===== src/rtl/ram_port_arbiter_if.sv =====
// ----------------------------------------------------------------------------
// ram_port_arbiter_if
// Bundles every signal between the arbiter, its two requesters (A and B) and
// the single-port RAM it owns.
//   Requester side (per x in {a,b}):
//     req_x, wr_x, addr_x, wdata_x   request, write flag, address, write data
//     gnt_x                          high for exactly the grant cycle
//     rdata_x, rvalid_x              registered read data, one-cycle valid
//     cnt_x                          granted-transaction counter (wrapping)
//   RAM side:
//     ram_addr, ram_din, ram_we      driven only by the arbiter
//     ram_dout                       asynchronous RAM read data
//   Status:
//     busy                           high while a grant is in progress
// Modports: slave = arbiter, master = requesters plus RAM environment.
// ----------------------------------------------------------------------------
interface ram_port_arbiter_if #(
    parameter int DW = 8,
    parameter int m  = 2,
    parameter int CW = 8
);
    logic          req_a,    req_b;
    logic          wr_a,     wr_b;
    logic [m-1:0]  addr_a,   addr_b;
    logic [DW-1:0] wdata_a,  wdata_b;
    logic          gnt_a,    gnt_b;
    logic [DW-1:0] rdata_a,  rdata_b;
    logic          rvalid_a, rvalid_b;
    logic [CW-1:0] cnt_a,    cnt_b;
    logic [m-1:0]  ram_addr;
    logic [DW-1:0] ram_din;
    logic          ram_we;
    logic [DW-1:0] ram_dout;
    logic          busy;

    modport slave (
        input  req_a, req_b, wr_a, wr_b, addr_a, addr_b, wdata_a, wdata_b,
        input  ram_dout,
        output gnt_a, gnt_b, rdata_a, rdata_b, rvalid_a, rvalid_b,
        output cnt_a, cnt_b, ram_addr, ram_din, ram_we, busy
    );

    modport master (
        output req_a, req_b, wr_a, wr_b, addr_a, addr_b, wdata_a, wdata_b,
        output ram_dout,
        input  gnt_a, gnt_b, rdata_a, rdata_b, rvalid_a, rvalid_b,
        input  cnt_a, cnt_b, ram_addr, ram_din, ram_we, busy
    );
endinterface


===== src/rtl/ram_port_arbiter.sv =====
// ----------------------------------------------------------------------------
// ram_port_arbiter
// Round-robin arbiter sharing one single-port RAM (synchronous write,
// asynchronous read) between requesters A and B. One access is granted per
// cycle; read data comes back registered one cycle after the grant.
// Ports:
//   clk   rising-edge clock
//   rst   asynchronous, active-high reset
//   bus   ram_port_arbiter_if.slave (requests, grants, RAM port, counters)
// ----------------------------------------------------------------------------
module ram_port_arbiter #(
    parameter int DW = 8,
    parameter int m  = 2,
    parameter int CW = 8
) (
    input  logic                    clk,
    input  logic                    rst,
    ram_port_arbiter_if.slave       bus
);

    typedef enum logic [1:0] {
        IDLE  = 2'd0,
        GNT_A = 2'd1,
        GNT_B = 2'd2
    } state_t;

    state_t        state_q, state_d;
    logic          last_q, last_d;        // 0: A served last, 1: B served last
    logic          elig_a, elig_b;
    logic [CW-1:0] cnt_a_q, cnt_a_d, cnt_b_q, cnt_b_d;
    logic [DW-1:0] rdata_a_q, rdata_a_d, rdata_b_q, rdata_b_d;
    logic          rvalid_a_q, rvalid_a_d, rvalid_b_q, rvalid_b_d;
    logic          rd_done_a, rd_done_b;

    logic          gnt_a, gnt_b, we_mux;
    logic [m-1:0]  addr_mux;
    logic [DW-1:0] din_mux;

    // ------------------------------------------------------------------
    // State register and datapath registers
    // ------------------------------------------------------------------
    // NOTE: sequential state uses non-blocking assignments so every register
    // samples the pre-edge values regardless of statement order.
    // NOTE: the read-data registers are reset along with the control state
    // because their reset value is observable on the ports.
    always_ff @(posedge clk or posedge rst) begin
        if (rst) begin
            state_q    <= IDLE;
            last_q     <= 1'b1;
            cnt_a_q    <= '0;
            cnt_b_q    <= '0;
            rdata_a_q  <= '0;
            rdata_b_q  <= '0;
            rvalid_a_q <= 1'b0;
            rvalid_b_q <= 1'b0;
        end else begin
            state_q    <= state_d;
            last_q     <= last_d;
            cnt_a_q    <= cnt_a_d;
            cnt_b_q    <= cnt_b_d;
            rdata_a_q  <= rdata_a_d;
            rdata_b_q  <= rdata_b_d;
            rvalid_a_q <= rvalid_a_d;
            rvalid_b_q <= rvalid_b_d;
        end
    end

    // ------------------------------------------------------------------
    // Next-state logic
    // A requester in its own grant cycle is masked, which is what lets the
    // other side in on the very next cycle.
    // ------------------------------------------------------------------
    // NOTE: every combinational output gets a default before any branch so
    // no path leaves it unassigned (which would infer a latch).
    always_comb begin
        elig_a  = bus.req_a && (state_q != GNT_A);
        elig_b  = bus.req_b && (state_q != GNT_B);
        state_d = IDLE;
        last_d  = last_q;
        if (elig_a && elig_b) begin
            state_d = last_q ? GNT_A : GNT_B;
        end else if (elig_a) begin
            state_d = GNT_A;
        end else if (elig_b) begin
            state_d = GNT_B;
        end
        if (state_d == GNT_A) begin
            last_d = 1'b0;
        end else if (state_d == GNT_B) begin
            last_d = 1'b1;
        end
    end

    // ------------------------------------------------------------------
    // Output decode, from the state only. Reset forces IDLE asynchronously,
    // so ram_we drops at once and an in-flight write never lands.
    // ------------------------------------------------------------------
    always_comb begin
        gnt_a    = 1'b0;
        gnt_b    = 1'b0;
        we_mux   = 1'b0;
        addr_mux = '0;
        din_mux  = '0;
        unique case (state_q)
            GNT_A: begin
                gnt_a    = 1'b1;
                we_mux   = bus.wr_a;
                addr_mux = bus.addr_a;
                din_mux  = bus.wdata_a;
            end
            GNT_B: begin
                gnt_b    = 1'b1;
                we_mux   = bus.wr_b;
                addr_mux = bus.addr_b;
                din_mux  = bus.wdata_b;
            end
            default: ;
        endcase
    end

    // ------------------------------------------------------------------
    // Counters and read return: captured at the edge that ends a grant.
    // ------------------------------------------------------------------
    always_comb begin
        rd_done_a  = (state_q == GNT_A) && !bus.wr_a;
        rd_done_b  = (state_q == GNT_B) && !bus.wr_b;
        cnt_a_d    = (state_q == GNT_A) ? cnt_a_q + CW'(1) : cnt_a_q;
        cnt_b_d    = (state_q == GNT_B) ? cnt_b_q + CW'(1) : cnt_b_q;
        rdata_a_d  = rd_done_a ? bus.ram_dout : rdata_a_q;
        rdata_b_d  = rd_done_b ? bus.ram_dout : rdata_b_q;
        rvalid_a_d = rd_done_a;
        rvalid_b_d = rd_done_b;
    end

    assign bus.gnt_a    = gnt_a;
    assign bus.gnt_b    = gnt_b;
    assign bus.ram_we   = we_mux;
    assign bus.ram_addr = addr_mux;
    assign bus.ram_din  = din_mux;
    assign bus.busy     = (state_q != IDLE);
    assign bus.rdata_a  = rdata_a_q;
    assign bus.rdata_b  = rdata_b_q;
    assign bus.rvalid_a = rvalid_a_q;
    assign bus.rvalid_b = rvalid_b_q;
    assign bus.cnt_a    = cnt_a_q;
    assign bus.cnt_b    = cnt_b_q;

endmodule


===== src/flat_wrapper.sv =====
// flat-port wrapper written by rule: the top's interface ports become plain ports
module ram_port_arbiter_flat 
#(
    parameter int DW = 8,
    parameter int m  = 2,
    parameter int CW = 8
)
  (clk, rst, bus_req_a, bus_req_b, bus_wr_a, bus_wr_b, bus_addr_a, bus_addr_b, bus_wdata_a, bus_wdata_b, bus_ram_dout, bus_gnt_a, bus_gnt_b, bus_rdata_a, bus_rdata_b, bus_rvalid_a, bus_rvalid_b, bus_cnt_a, bus_cnt_b, bus_ram_addr, bus_ram_din, bus_ram_we, bus_busy);
  ram_port_arbiter_if #(.DW(DW), .m(m), .CW(CW)) bus_i ();
  input  logic clk;
  input  logic rst;
  input wire logic [$bits(bus_i.req_a)-1:0] bus_req_a;
  input wire logic [$bits(bus_i.req_b)-1:0] bus_req_b;
  input wire logic [$bits(bus_i.wr_a)-1:0] bus_wr_a;
  input wire logic [$bits(bus_i.wr_b)-1:0] bus_wr_b;
  input wire logic [$bits(bus_i.addr_a)-1:0] bus_addr_a;
  input wire logic [$bits(bus_i.addr_b)-1:0] bus_addr_b;
  input wire logic [$bits(bus_i.wdata_a)-1:0] bus_wdata_a;
  input wire logic [$bits(bus_i.wdata_b)-1:0] bus_wdata_b;
  input wire logic [$bits(bus_i.ram_dout)-1:0] bus_ram_dout;
  output wire logic [$bits(bus_i.gnt_a)-1:0] bus_gnt_a;
  output wire logic [$bits(bus_i.gnt_b)-1:0] bus_gnt_b;
  output wire logic [$bits(bus_i.rdata_a)-1:0] bus_rdata_a;
  output wire logic [$bits(bus_i.rdata_b)-1:0] bus_rdata_b;
  output wire logic [$bits(bus_i.rvalid_a)-1:0] bus_rvalid_a;
  output wire logic [$bits(bus_i.rvalid_b)-1:0] bus_rvalid_b;
  output wire logic [$bits(bus_i.cnt_a)-1:0] bus_cnt_a;
  output wire logic [$bits(bus_i.cnt_b)-1:0] bus_cnt_b;
  output wire logic [$bits(bus_i.ram_addr)-1:0] bus_ram_addr;
  output wire logic [$bits(bus_i.ram_din)-1:0] bus_ram_din;
  output wire logic [$bits(bus_i.ram_we)-1:0] bus_ram_we;
  output wire logic [$bits(bus_i.busy)-1:0] bus_busy;
  assign bus_i.req_a = bus_req_a;
  assign bus_i.req_b = bus_req_b;
  assign bus_i.wr_a = bus_wr_a;
  assign bus_i.wr_b = bus_wr_b;
  assign bus_i.addr_a = bus_addr_a;
  assign bus_i.addr_b = bus_addr_b;
  assign bus_i.wdata_a = bus_wdata_a;
  assign bus_i.wdata_b = bus_wdata_b;
  assign bus_i.ram_dout = bus_ram_dout;
  assign bus_gnt_a = bus_i.gnt_a;
  assign bus_gnt_b = bus_i.gnt_b;
  assign bus_rdata_a = bus_i.rdata_a;
  assign bus_rdata_b = bus_i.rdata_b;
  assign bus_rvalid_a = bus_i.rvalid_a;
  assign bus_rvalid_b = bus_i.rvalid_b;
  assign bus_cnt_a = bus_i.cnt_a;
  assign bus_cnt_b = bus_i.cnt_b;
  assign bus_ram_addr = bus_i.ram_addr;
  assign bus_ram_din = bus_i.ram_din;
  assign bus_ram_we = bus_i.ram_we;
  assign bus_busy = bus_i.busy;
  ram_port_arbiter #(.DW(DW), .m(m), .CW(CW)) u_core (.clk(clk), .rst(rst), .bus(bus_i));
endmodule

===== config.mk =====
export PLATFORM = sky130hd
export DESIGN_NAME = ram_port_arbiter_flat
export DESIGN_NICKNAME = d
export VERILOG_FILES = /design/src/rtl/ram_port_arbiter_if.sv /design/src/rtl/ram_port_arbiter.sv /design/src/flat_wrapper.sv
export SDC_FILE = /design/constraint.sdc
export NUM_CORES = 1
export LEC_CHECK = 0
export ABC_CLOCK_PERIOD_IN_PS = 1950
export CORE_ASPECT_RATIO = 2
export CORE_MARGIN = 2
export CORE_UTILIZATION = 37
export DETAILED_ROUTE_END_ITERATION = 8
export GPL_TIMING_DRIVEN = 0
export PLACE_DENSITY = 0.75
export SLEW_MARGIN = 20
export SYNTH_ARGS = -nofsm -noshare
export SYNTH_HDL_FRONTEND = slang
export SYNTH_SLANG_ARGS = --single-unit

===== constraint.sdc =====
create_clock -name clk -period 1.95 [get_ports clk]
set_clock_uncertainty 0.2 [all_clocks]
set_input_delay 0.39 -clock clk [delete_from_list [all_inputs] [get_ports clk]]
set_output_delay 0.39 -clock clk [all_outputs]
set_load 0.01 [all_outputs]

## Word-level counts from Yosys, hierarchy flattened

Cells that the tools add are included.

| word-level totals | value |
|---|---|
| register bits | 37 |
| input port bits | 34 |
| output and inout port bits | 48 |
| logic and storage cells | 36 |

| cells by class | value |
|---|---|
| $add $sub $neg | 2 |
| equal/unequal tests | 6 |
| mux-type cells | 11 |
| reduce and logical (&&, ||, !) cells | 9 |

Operators by type and width:

| cell | number |
|---|---|
| 8-bit by 1-bit adder with 8-bit output (second input constant) | 2 |
| 8-bit case mux with 2 select lines | 1 |
| 2-bit 2-to-1 mux | 4 |
| 1-bit logical AND | 5 |
| 2-bit by 1-bit equality test with 1-bit output (second input constant) | 2 |
| 2-bit equality test (second input constant) | 2 |
| 1-bit 2-to-1 mux | 4 |
| 2-bit case mux with 2 select lines | 1 |
| 2-bit nonzero test | 2 |
| 1-bit zero test | 2 |
| 2-bit by 1-bit inequality test with 1-bit output (second input constant) | 1 |
| 2-bit inequality test (second input constant) | 1 |
| 1-bit case mux with 2 select lines | 1 |

## Logic depth before layout (Yosys ltp)

Gate-level depths: netlist of run 1.

| depth | value |
|---|---|
| word-level depth | 8 |
| gate-level depth with buffers | 8 |
| depth with buffers taken out | 7 |

## Least setup slack after synthesis of run 1

Ideal clock, no wire load.

| path | value |
|---|---|
| path kind | register to register |
| from | reg u_core.state_q[0] |
| to | reg u_core.last_q |
| library setup time | 0.075 ns |
| data arrival time | 1.729 ns |
| required time | 1.675 ns |
| path slack | -0.053 ns |
| cell stages (with the launch flop) | 8 |
| buffers on the path | 1 |
| period minus slack after synthesis | 2.003 ns |
| path through | dfrtp_1 inv_1 ha_1 buf_2 nand2b_4 o311a_1 ha_1 mux2i_1 |

| on the way | value |
|---|---|
| elaborated cells on any way between the ends | 12 |
| those cells by class | 4 x eq/ne; 4 x mux; 4 x reduce/logical |

RTL lines:

| element | RTL line | RTL |
|---|---|---|
| from (decl) | ram_port_arbiter.sv:27 | `state_t state_q, state_d;` |
| from (signal assigned) | ram_port_arbiter.sv:57 | `state_q <= state_d;` |
| 2-bit by 1-bit inequality test with 1-bit output / 2-bit inequality test (equally long branches) | ram_port_arbiter.sv:76, ram_port_arbiter.sv:77 |  |
| 1-bit logical AND, on equally long branches | ram_port_arbiter.sv:76, ram_port_arbiter.sv:77 |  |
| 2-bit 2-to-1 mux / 1-bit logical AND (equally long branches) | ram_port_arbiter.sv:82, ram_port_arbiter.sv:80 |  |
| 2-bit 2-to-1 mux * | ram_port_arbiter.sv:80 | `if (elig_a && elig_b) begin` |
| via u_core.state_d[0] | ram_port_arbiter.sv:27 |  |
| 2-bit by 1-bit equality test with 1-bit output / 2-bit equality test (equally long branches) | ram_port_arbiter.sv:87, ram_port_arbiter.sv:89 |  |
| 1-bit 2-to-1 mux / 2-bit nonzero test (equally long branches) | - |  |
| to (signal assigned) | ram_port_arbiter.sv:58 | `last_q <= last_d;` |
| to (decl) | ram_port_arbiter.sv:28 | `logic last_q, last_d;` |

Mark *: on every way through the listed nets, which the timed path passes. The rest lies on a longest branch.
A chain may end at the register's enable or synchronous reset.

## Worst setup path after layout of run 1

| path | value |
|---|---|
| from | reg u_core.state_q[1] |
| to | out bus_ram_din[6] |

| on the way | value |
|---|---|
| word-level cells in the longest chain between the ends | 2 |
| elaborated cells on any way between the ends | 3 |
| those cells by class | 2 x eq/ne; 1 x mux |

RTL lines:

| element | RTL line | RTL |
|---|---|---|
| 2-bit equality test / 2-bit by 1-bit equality test with 1-bit output (equally long branches) | ram_port_arbiter.sv:104 | `unique case (state_q)` |
| 8-bit case mux with 2 select lines * | ram_port_arbiter.sv:104 |  |
| to (decl) | flat_wrapper.sv:30 | `output wire logic [$bits(bus_i.ram_din)-1:0] bus_ram_din;` |

Every way passes the cells marked *; elsewhere a longest branch is shown, timed or not.

==> results of run 1 <==
[routing by layer]
layer | vias to the layer above | part of all wire, % | global-route usage (%)
li1 | 673 | - | -
met5 | - | 0 | 0
met4 | 0 | 1.4 | 6.31
met1 | 683 | 31 | 17.2
met2 | 76 | 60 | 37.0
met3 | 5 | 7.2 | 4.68
[worst min-delay path by stage]
stage	endpoint	slack, ns	depth (start not counted)
6_report	u_core.bus.cnt_a[7]	0.27	1
5_1_grt	u_core.bus.cnt_a[7]	0.30	1
4_1_cts	u_core.bus.cnt_a[7]	0.28	1
3_5_place_dp	u_core.bus.cnt_a[7]	0.26	1
3_3_place_gp	u_core.bus.cnt_a[7]	0.26	1
2_1_floorplan	u_core.last_q	0.26	2
[Yosys cell counts, drive strengths merged]
master and number:
a21o 1, buf 6, o21ai 1, nor3 2, nor2b 12, nand2 7
ha 8, xor2 7, o311a 1, nand4 5, xnor2 7, inv 6
nand2b 2, mux2i 1, and3 1, nor2 4, a22oi 11, clkbuf 1
mux2 18, dfstp 1, a21oi 2, dfrtp 36
[flip-flops by register name (all words and copies together) (netlist names)]
| register | flops |
|---|---|
| u_core.bus.cnt_a | 8 |
| u_core.bus.cnt_b | 8 |
| u_core.bus.rdata_a | 8 |
| u_core.bus.rdata_b | 8 |
| u_core.bus.rvalid_a | 1 |
| u_core.bus.rvalid_b | 1 |
| u_core.last_q | 1 |
| u_core.state_q | 2 |
[cells by family (layout without fill, tap and decap cells)]
| group | after synthesis | count (layout) | share of synthesized area, % |
|---|---|---|---|
| xor gates and xnor gates | 14 | 14 | 6.91 |
| AOI/OAI and AO/OA | 16 | 16 | 6.48 |
| adders and majority gates | 8 | 8 | 5.64 |
| DFF | 37 | 37 | 52.2 |
| muxes | 19 | 19 | 12.0 |
| and+or+nand+nor | 33 | 33 | 12.8 |
| buffers and inverters | 13 | 109 | 4.02 |
[power groups by stage]
stage               registers (mW)  logic, mW  clock network (mW)
floorplan                     1.45      0.600                   0
global placement              1.34       1.57                   0
detailed placement            1.35       1.60                   0
CTS                           1.34       1.72               0.522
global route                  1.39       1.90               0.557
finish                        1.34       1.74               0.502
[per-stage QoR]
stage	util, %	worst slack (ns)	power, mW	setup TNS (ns)
5_1_grt	63.5	-0.220	3.84	-2.24
3_3_place_gp	57.9	-0.581	2.91	-14.62
6_report	63.5	-0.155	3.59	-1.52
4_1_cts	62.5	-0.153	3.59	-1.56
3_5_place_dp	57.9	-0.558	2.95	-4.90
2_1_floorplan	-	0.0105	2.05	0
[cell type report]
type / count / area [um^2] / area share, %
sequential: 37 / 931 / 31.9
multi-input combinational: 90 / 911 / 31.2
timing repair buffer: 88 / 831 / 28.4
buffer: 7 / 75.1 / 2.57
clock buffer: 6 / 72.6 / 2.48
tap: 55 / 68.8 / 2.36
inverter: 6 / 22.5 / 0.771
clock inverter: 2 / 10.0 / 0.343
[what timing repair did]
action	in CTS	in global routing
pin swaps	9	3
gates resized for setup	81	11
setup buffers	5	0
gates cloned	2	0
setup endpoints to repair	15	16
==> impl_metrics.toml, run 1 <==
[outcome]
status = "finished with violations"
failed_checks = "negative setup slack"

[power_and_ir_drop]
power.density_nw_per_um2 = 1230
p_seq_share_pct = 37.4
p_int_mw = 2.39
switching_share_pct = 33.4
clkPwrFrac_pct = 14.0
ir_drop_uv = 684
p_leak_nw = 1.25
combPwrFrac_pct = 48.6
p_sw_mw = 1.20

[setup_path]
cp_num_buf_inv = 3
crit_slowest_cell = "dfrtp_1"
cp_top_family = "flip-flops"
reg2reg_slack_ns = -0.11
critPathLaunch = "u_core.state_q[1]"
cp.depth = 6
start_kind = "flop"
crit_path_end_kind = "output port"
cpPeakStageDelay_ns = 0.41
cp_max_fo = 5
cp.arrival_ns = 1.51
cp_cell_sequence = "buf_6 > ha_4 > buf_6 > a22oi_2 > nor2b_4 > buf_6"
cp.required_ns = 1.36
endpoint = "bus_ram_din[6]"
worstSetupPathType = "reg2out"
rr_worst_depth = 7
cp_common_cell = "buf_6"
r2r_start = "u_core.state_q[0]"
rr_endpoint = "u_core.last_q"

[placement]
dp_cells = 276
globalplace.congestion = 0.769
placed_area_um2 = 2660
place_hpwl_um = 3310
portBuffers = 81

[timing]
fin_ws_ns = -0.155
fin_hold_ws_ns = 0.272
grt_setup_unrepaired = "true"
period_share_pct = 108
fmax_mhz = 475
max-slew-margin-rel_pct = 50.2
maxSlewViolCount = 0
finalHoldViolCount = 0
worst_pin_slew_ns = 0.746
setup_viol = 12
period_needed_ns = 2.10

[min_path]
min-delay-start = "u_core.bus.cnt_a[7]"
hp-class = "reg2reg"

[die]
dieArea_um2 = 5400
rows = 35
start_util_pct = 38.6
core_area_um2 = 4600
dieHeight_um = 102
fp.dieW_um = 53.0
io_pins = 82

[clock_network]
cts_hold_buf = 0
insertion_delay_ns = 0.28
ctsRootBufferMaster = "clkbuf_8"
cts_tree = "done"
cts_buffers = 5
cts_max_level = 2
clk_path_buf_depth = 2
path_clk_slew_ns = 0.07
clock_sinks = 37

[routing]
first_pass_iters = 3
ant_nets = 0
drtIter0Drc = 11
wl_per_cell_um = 15.2
route.vias.total = 1437
via_per_inst = 4.94
drc = 0
drt-total-wl_um = 4420

[yosys]
ys_ff_latch = 37
yosysSeqAreaShare_pct = 52.2
synth_area_leaders = "dfrtp_1, mux2_2, ha_1"
avgSynthCellArea_um2 = 12.7
synth_largest_area_cell = "dfrtp_1"
synth_nets = 182
yosysWarnings = 0
yosysUniqueCellTypes = 26
synth_area_um2 = 1780
syn_inst = 140
synth_top_area_share_pct = 50.7

[cells_and_area]
mostFrequentLayoutCell = "clkdlybuf4s50_1"
final_cells = 291
antenna_cells = 0
num-fill-cells = 370
nets = 277
final_cell_mix = "clkdlybuf4s50_1, dfrtp_1, mux2_2"
postLayoutCellArea_um2 = 2920
drive_above_1_share_pct = 35.6
synthToLayoutAreaGrowth_pct = 64.6

[global_routing]
grt_pass1_wl_um = 7280
grt_pass1_vias = 1576
grt_max_degree = 38
grt_use_total_pct = 18.6
antenna_found_initial = 0
overflow = 0

[flow_run]
max_cap_viol_count = 0
No activity file was read; power rests on OpenSTA's default activity.
==> inputs of run 2 (changes only) <==
- ABC_CLOCK_PERIOD_IN_PS: 1950 -> 2360
- CORE_UTILIZATION: 37 -> 40
- PLACE_DENSITY: 0.75 -> 0.77
- clock period: 1.95 -> 2.36 ns (I/O delays scaled with it)
==> run 2 against run 1 <==
Effect of this change: critical endpoint is now bus_ram_din[2]; setup slack better by 0.22 ns; wire length down 12%; die area down 7.1%; register-to-register slack better by 0.42 ns; sequential share of layout area up 1.4 points; the flow now finishes without violations; clock power down 10%.
==> impl_metrics.toml, run 2 (synthesis results as in run 1) <==
[placement]
pre_cts_slack_ns = -0.119
globalplace.congestion = 0.724
portBuffers = 81
placed_area_um2 = 2650
place_hpwl_um = 3060

[cells_and_area]
postLayoutCellArea_um2 = 2790
num-fill-cells = 355
synthToLayoutAreaGrowth_pct = 56.9
final_cell_mix = "clkdlybuf4s50_1, dfrtp_1, mux2_2, nor2b_1, clkbuf_2"
utilization_pct = 64.8
drive_above_1_share_pct = 26.0
multi_input_area_um2 = 817
mostFrequentLayoutCell = "clkdlybuf4s50_1"
ff_latch_area_um2 = 927
antenna_cells = 0
nets = 272

[die]
core_area_um2 = 4300
dieArea_um2 = 5020
dieHeight_um = 98.2
rows = 34
start_util_pct = 41.3
fp.dieW_um = 51.1
io_pins = 82

[clock_network]
cts_hold_buf = 0
insertion_delay_ns = 0.28
clk_path_buf_depth = 2
cts_buffers = 5
clock_sinks = 37
ctsRootBufferMaster = "clkbuf_8"
cts_tree = "done"
path_clk_slew_ns = 0.08
cts_max_level = 2

[power_and_ir_drop]
p_seq_share_pct = 38.5
ir_drop_uv = 551
clkPwrFrac_pct = 15.7
power.density_nw_per_um2 = 1030
p_sw_uw = 936
p_int_mw = 1.93
combPwrFrac_pct = 45.9
p_leak_nw = 1.21
switching_share_pct = 32.6

[setup_path]
cp.arrival_ns = 1.63
reg2reg_slack_ns = 0.31
r2r_start = "u_core.state_q[0]"
rr_endpoint = "u_core.last_q"
start_kind = "flop"
cp.required_ns = 1.69
worstSetupPathType = "reg2out"
cp_max_fo = 10
rr_worst_depth = 7
crit_path_end_kind = "output port"

[routing]
route.vias.total = 1383
drc = 0
via_per_inst = 4.85
ant_nets = 0
first_pass_iters = 4
drt-total-wl_um = 3890
drtIter0Drc = 4
wl_per_cell_um = 13.7

[timing]
finalHoldViolCount = 0
fin_ws_ns = 0.0606
maxSlewViolCount = 0
setup_viol = 0
worst_pin_slew_ns = 0.731
period_needed_ns = 2.30
fin_hold_ws_ns = 0.282
max-slew-margin-rel_pct = 51.2
fin_setup_tns_ns = 0
period_share_pct = 97.4
fmax_mhz = 435

[global_routing]
grt_use_total_pct = 17.0
grt_pass1_vias = 1432
antenna_found_initial = 0
overflow = 0
grt_max_degree = 38
grt_pass1_wl_um = 6510

[min_path]
hp-class = "reg2reg"
min_to = "u_core.bus.cnt_b[7]"
hold_path_depth = 1
min-delay-start = "u_core.bus.cnt_b[7]"

[flow_run]
max_cap_viol_count = 0

[outcome]
status = "finished clean"
## run 2: timing repair
item / in CTS / in global routing
pin swaps: 0 / 0
endpoints found under the setup margin: 11 / 11
buffers inserted: 0 / 2
gates resized for setup: 20 / 27
## run 2: layer usage
layer | routed length [um] | up-vias | GRT usage [%]
met5 | 0 | - | 0
met4 | 53 | 0 | 6.24
met3 | 227 | 4 | 3.67
met2 | 2320 | 61 | 31.5
met1 | 1290 | 659 | 18.0
li1 | - | 659 | -
## run 2: worst max-delay path, stage by stage (launching register included)
cell and delay, ns:
dfrtp_1 0.42, inv_2 0.11, ha_2 0.20, buf_6 0.15, a22oi_2 0.08, nor2b_1 0.12
clkdlybuf4s15_1 0.26
## run 2: worst max-delay path by stage
stage / endpoint / slack, ns / start / depth (start not counted)
final: bus_ram_din[2] / 0.06 / u_core.state_q[0] / 6
after global routing: bus_ram_din[2] / -0.03 / u_core.state_q[0] / 6
after CTS: bus_ram_din[5] / 0.004 / u_core.state_q[0] / 5
after detailed placement: bus_ram_din[5] / -0.12 / u_core.state_q[0] / 5
after global placement: bus_ram_din[5] / -0.10 / u_core.state_q[0] / 5
after floorplan: u_core.last_q / 0.36 / u_core.state_q[0] / 7
## run 2: stage by stage
| step | cells | total power, mW |
|---|---|---|
| 5_1_grt | 285 | 3.06 |
| 3_3_place_gp | 275 | 2.40 |
| 3_5_place_dp | 275 | 2.42 |
| 2_1_floorplan | 140 | 1.69 |
| 6_report | 285 | 2.87 |
| 4_1_cts | 283 | 2.87 |
## run 2: final cells by class
| cell class | count | area share (%) |
|---|---|---|
| multi-input cells | 90 | 29.3 |
| clock inverters | 2 | 0.494 |
| inverters | 6 | 0.809 |
| well taps | 54 | 2.43 |
| plain buffers | 7 | 2.47 |
| flip-flops and latches | 37 | 33.3 |
| clock buffers | 6 | 2.96 |
| repair buffers | 83 | 28.2 |
## run 2: power groups by stage
stage | clock (mW) | combinational [mW] | sequential [mW]
finish | 0.450 | 1.32 | 1.10
global route | 0.502 | 1.42 | 1.14
CTS | 0.462 | 1.30 | 1.11
detailed placement | 0 | 1.30 | 1.12
global placement | 0 | 1.29 | 1.11
floorplan | 0 | 0.493 | 1.20
==> inputs of run 3 (changes only) <==
- CORE_MARGIN: 2 -> 4
==> run 3 against run 2 <==
Effect of this change: critical path depth unchanged; fmax up 0.21%; via count up 2.1%; highest routed layer unchanged; clock-buffer cell count unchanged; setup slack better by 0.0049 ns; final area up 1.3%; non-clock buffer count unchanged; register-to-register slack about the same; core utilization up 0.20 points; clock power up 27%; cell count unchanged; first-iteration DRC count up 130%.
==> impl_metrics.toml, run 3 (synthesis results as in run 1) <==
[outcome]
status = "finished clean"

[min_path]
min-delay-start = "u_core.last_q"
hp-class = "reg2reg"
min_to = "u_core.last_q"
hold_path_depth = 2

[setup_path]
cp_max_fo = 10
start_kind = "flop"
reg2reg_slack_ns = 0.32
rr_endpoint = "u_core.last_q"
worstSetupPathType = "reg2out"
cp.required_ns = 1.69
rr_worst_depth = 7
r2r_start = "u_core.state_q[0]"
critPathLaunch = "u_core.state_q[0]"
crit_path_end_kind = "output port"
cp.arrival_ns = 1.62

[global_routing]
grt_max_degree = 38
grt_pass1_vias = 1386
overflow = 0
grt_pass1_wl_um = 6500
grt_use_total_pct = 16.4
antenna_found_initial = 0

[routing]
drt-total-wl_um = 4410
ant_nets = 0
drtIter0Drc = 9
drc = 0
route.vias.total = 1412
first_pass_iters = 4
wl_per_cell_um = 15.5
via_per_inst = 4.95

[power_and_ir_drop]
ir_drop_uv = 621
power.density_nw_per_um2 = 1070
p_leak_nw = 1.21

[cells_and_area]
antenna_cells = 0
utilization_pct = 65.0
final_cell_mix = "clkdlybuf4s50_1, dfrtp_1, mux2_2, nor2b_1"
num-fill-cells = 370
synthToLayoutAreaGrowth_pct = 58.9
nets = 272
mostFrequentLayoutCell = "clkdlybuf4s50_1"
drive_above_1_share_pct = 26.0

[placement]
place_hpwl_um = 3450
globalplace.congestion = 0.765
portBuffers = 81

[clock_network]
clock_sinks = 37
insertion_delay_ns = 0.29
cts_max_level = 2
cts_buffers = 5
clk_path_buf_depth = 2
cts_tree = "done"
path_clk_slew_ns = 0.07
ctsRootBufferMaster = "clkbuf_8"

[die]
dieHeight_um = 102
io_pins = 82
dieArea_um2 = 5630
rows = 34
core_area_um2 = 4340
start_util_pct = 40.9
fp.dieW_um = 55.1

[timing]
worst_pin_slew_ns = 0.757
finalHoldViolCount = 0
fin_hold_ws_ns = 0.287
maxSlewViolCount = 0
max-slew-margin-rel_pct = 49.4
setup_viol = 0
period_needed_ns = 2.29
fmax_mhz = 436
period_share_pct = 97.2
grt_setup_unrepaired = "true"

[flow_run]
max_cap_viol_count = 0
run 3: cell types whose count changed in the layout (fill, tap and decap cells not counted), sizes merged:
| cell | delta |
|---|---|
| clkbuf | -2 |
| clkdlybuf4s15 | +2 |
| clkinv | -2 |
| bufinv | +1 |
| clkinvlp | +1 |
run 3: worst max path at each step:
stage / to / slack [ns] / cells past startpoint
2_1_floorplan: u_core.last_q / 0.36 / 7
3_3_place_gp: bus_ram_addr[1] / -0.16 / 5
3_5_place_dp: bus_ram_addr[1] / -0.18 / 5
4_1_cts: bus_ram_addr[1] / -0.02 / 5
5_1_grt: bus_ram_din[5] / -0.01 / 6
6_report: bus_ram_addr[1] / 0.07 / 6
run 3: cell type report:
cell class,instances,area [um^2],share of cell area [%]
inverters,6,22.5,0.798
repair buffers,83,793,28.1
flip-flops and latches,37,927,32.9
multi-input cells,90,822,29.1
clock buffers,6,82.6,2.93
well taps,54,67.6,2.39
clock inverters,2,37.5,1.33
plain buffers,7,68.8,2.44
run 3: power by group:
group / internal, mW / switching [mW] / leakage (nW)
Sequential: 0.884 / 0.224 / 0.458
Combinational: 0.816 / 0.522 / 0.696
Clock: 0.344 / 0.228 / 0.0574
run 3: what timing repair did:
action / 4_1_cts / 5_1_grt
gates resized for setup: 19 / 28
buffers inserted: 0 / 1
cloned: 0 / 1
endpoints found under the hold margin: 0 / 0
setup endpoints to repair: 11 / 11
hold buffers: 0 / 0
run 3: worst max-delay path, stage by stage (launching register included):
cell	delay [ns]
dfrtp_1	0.42
inv_2	0.11
ha_2	0.20
buf_6	0.14
a22oi_2	0.08
nor2b_2	0.13
clkdlybuf4s15_1	0.25
run 3: through the flow:
stage	area, um^2	cells	setup WS, ns	TNS (ns)	power (mW)
floorplan	1780	140	0.357	0	1.69
global placement	2650	275	-0.163	-0.835	2.41
detailed placement	2650	275	-0.182	-1.08	2.45
CTS	2780	283	-0.0206	-0.0216	3.02
global route	2820	285	-0.0134	-0.0134	3.21
finish	2820	285	0.0654	0	3.02
run 3: routing by layer:
layer | wire (um) | vias up | track usage [%]
met5 | 0 | - | 0
li1 | - | 658 | -
met2 | 2640 | 70 | 31.5
met3 | 313 | 8 | 4.96
met1 | 1370 | 676 | 15.0
met4 | 95 | 0 | 5.81
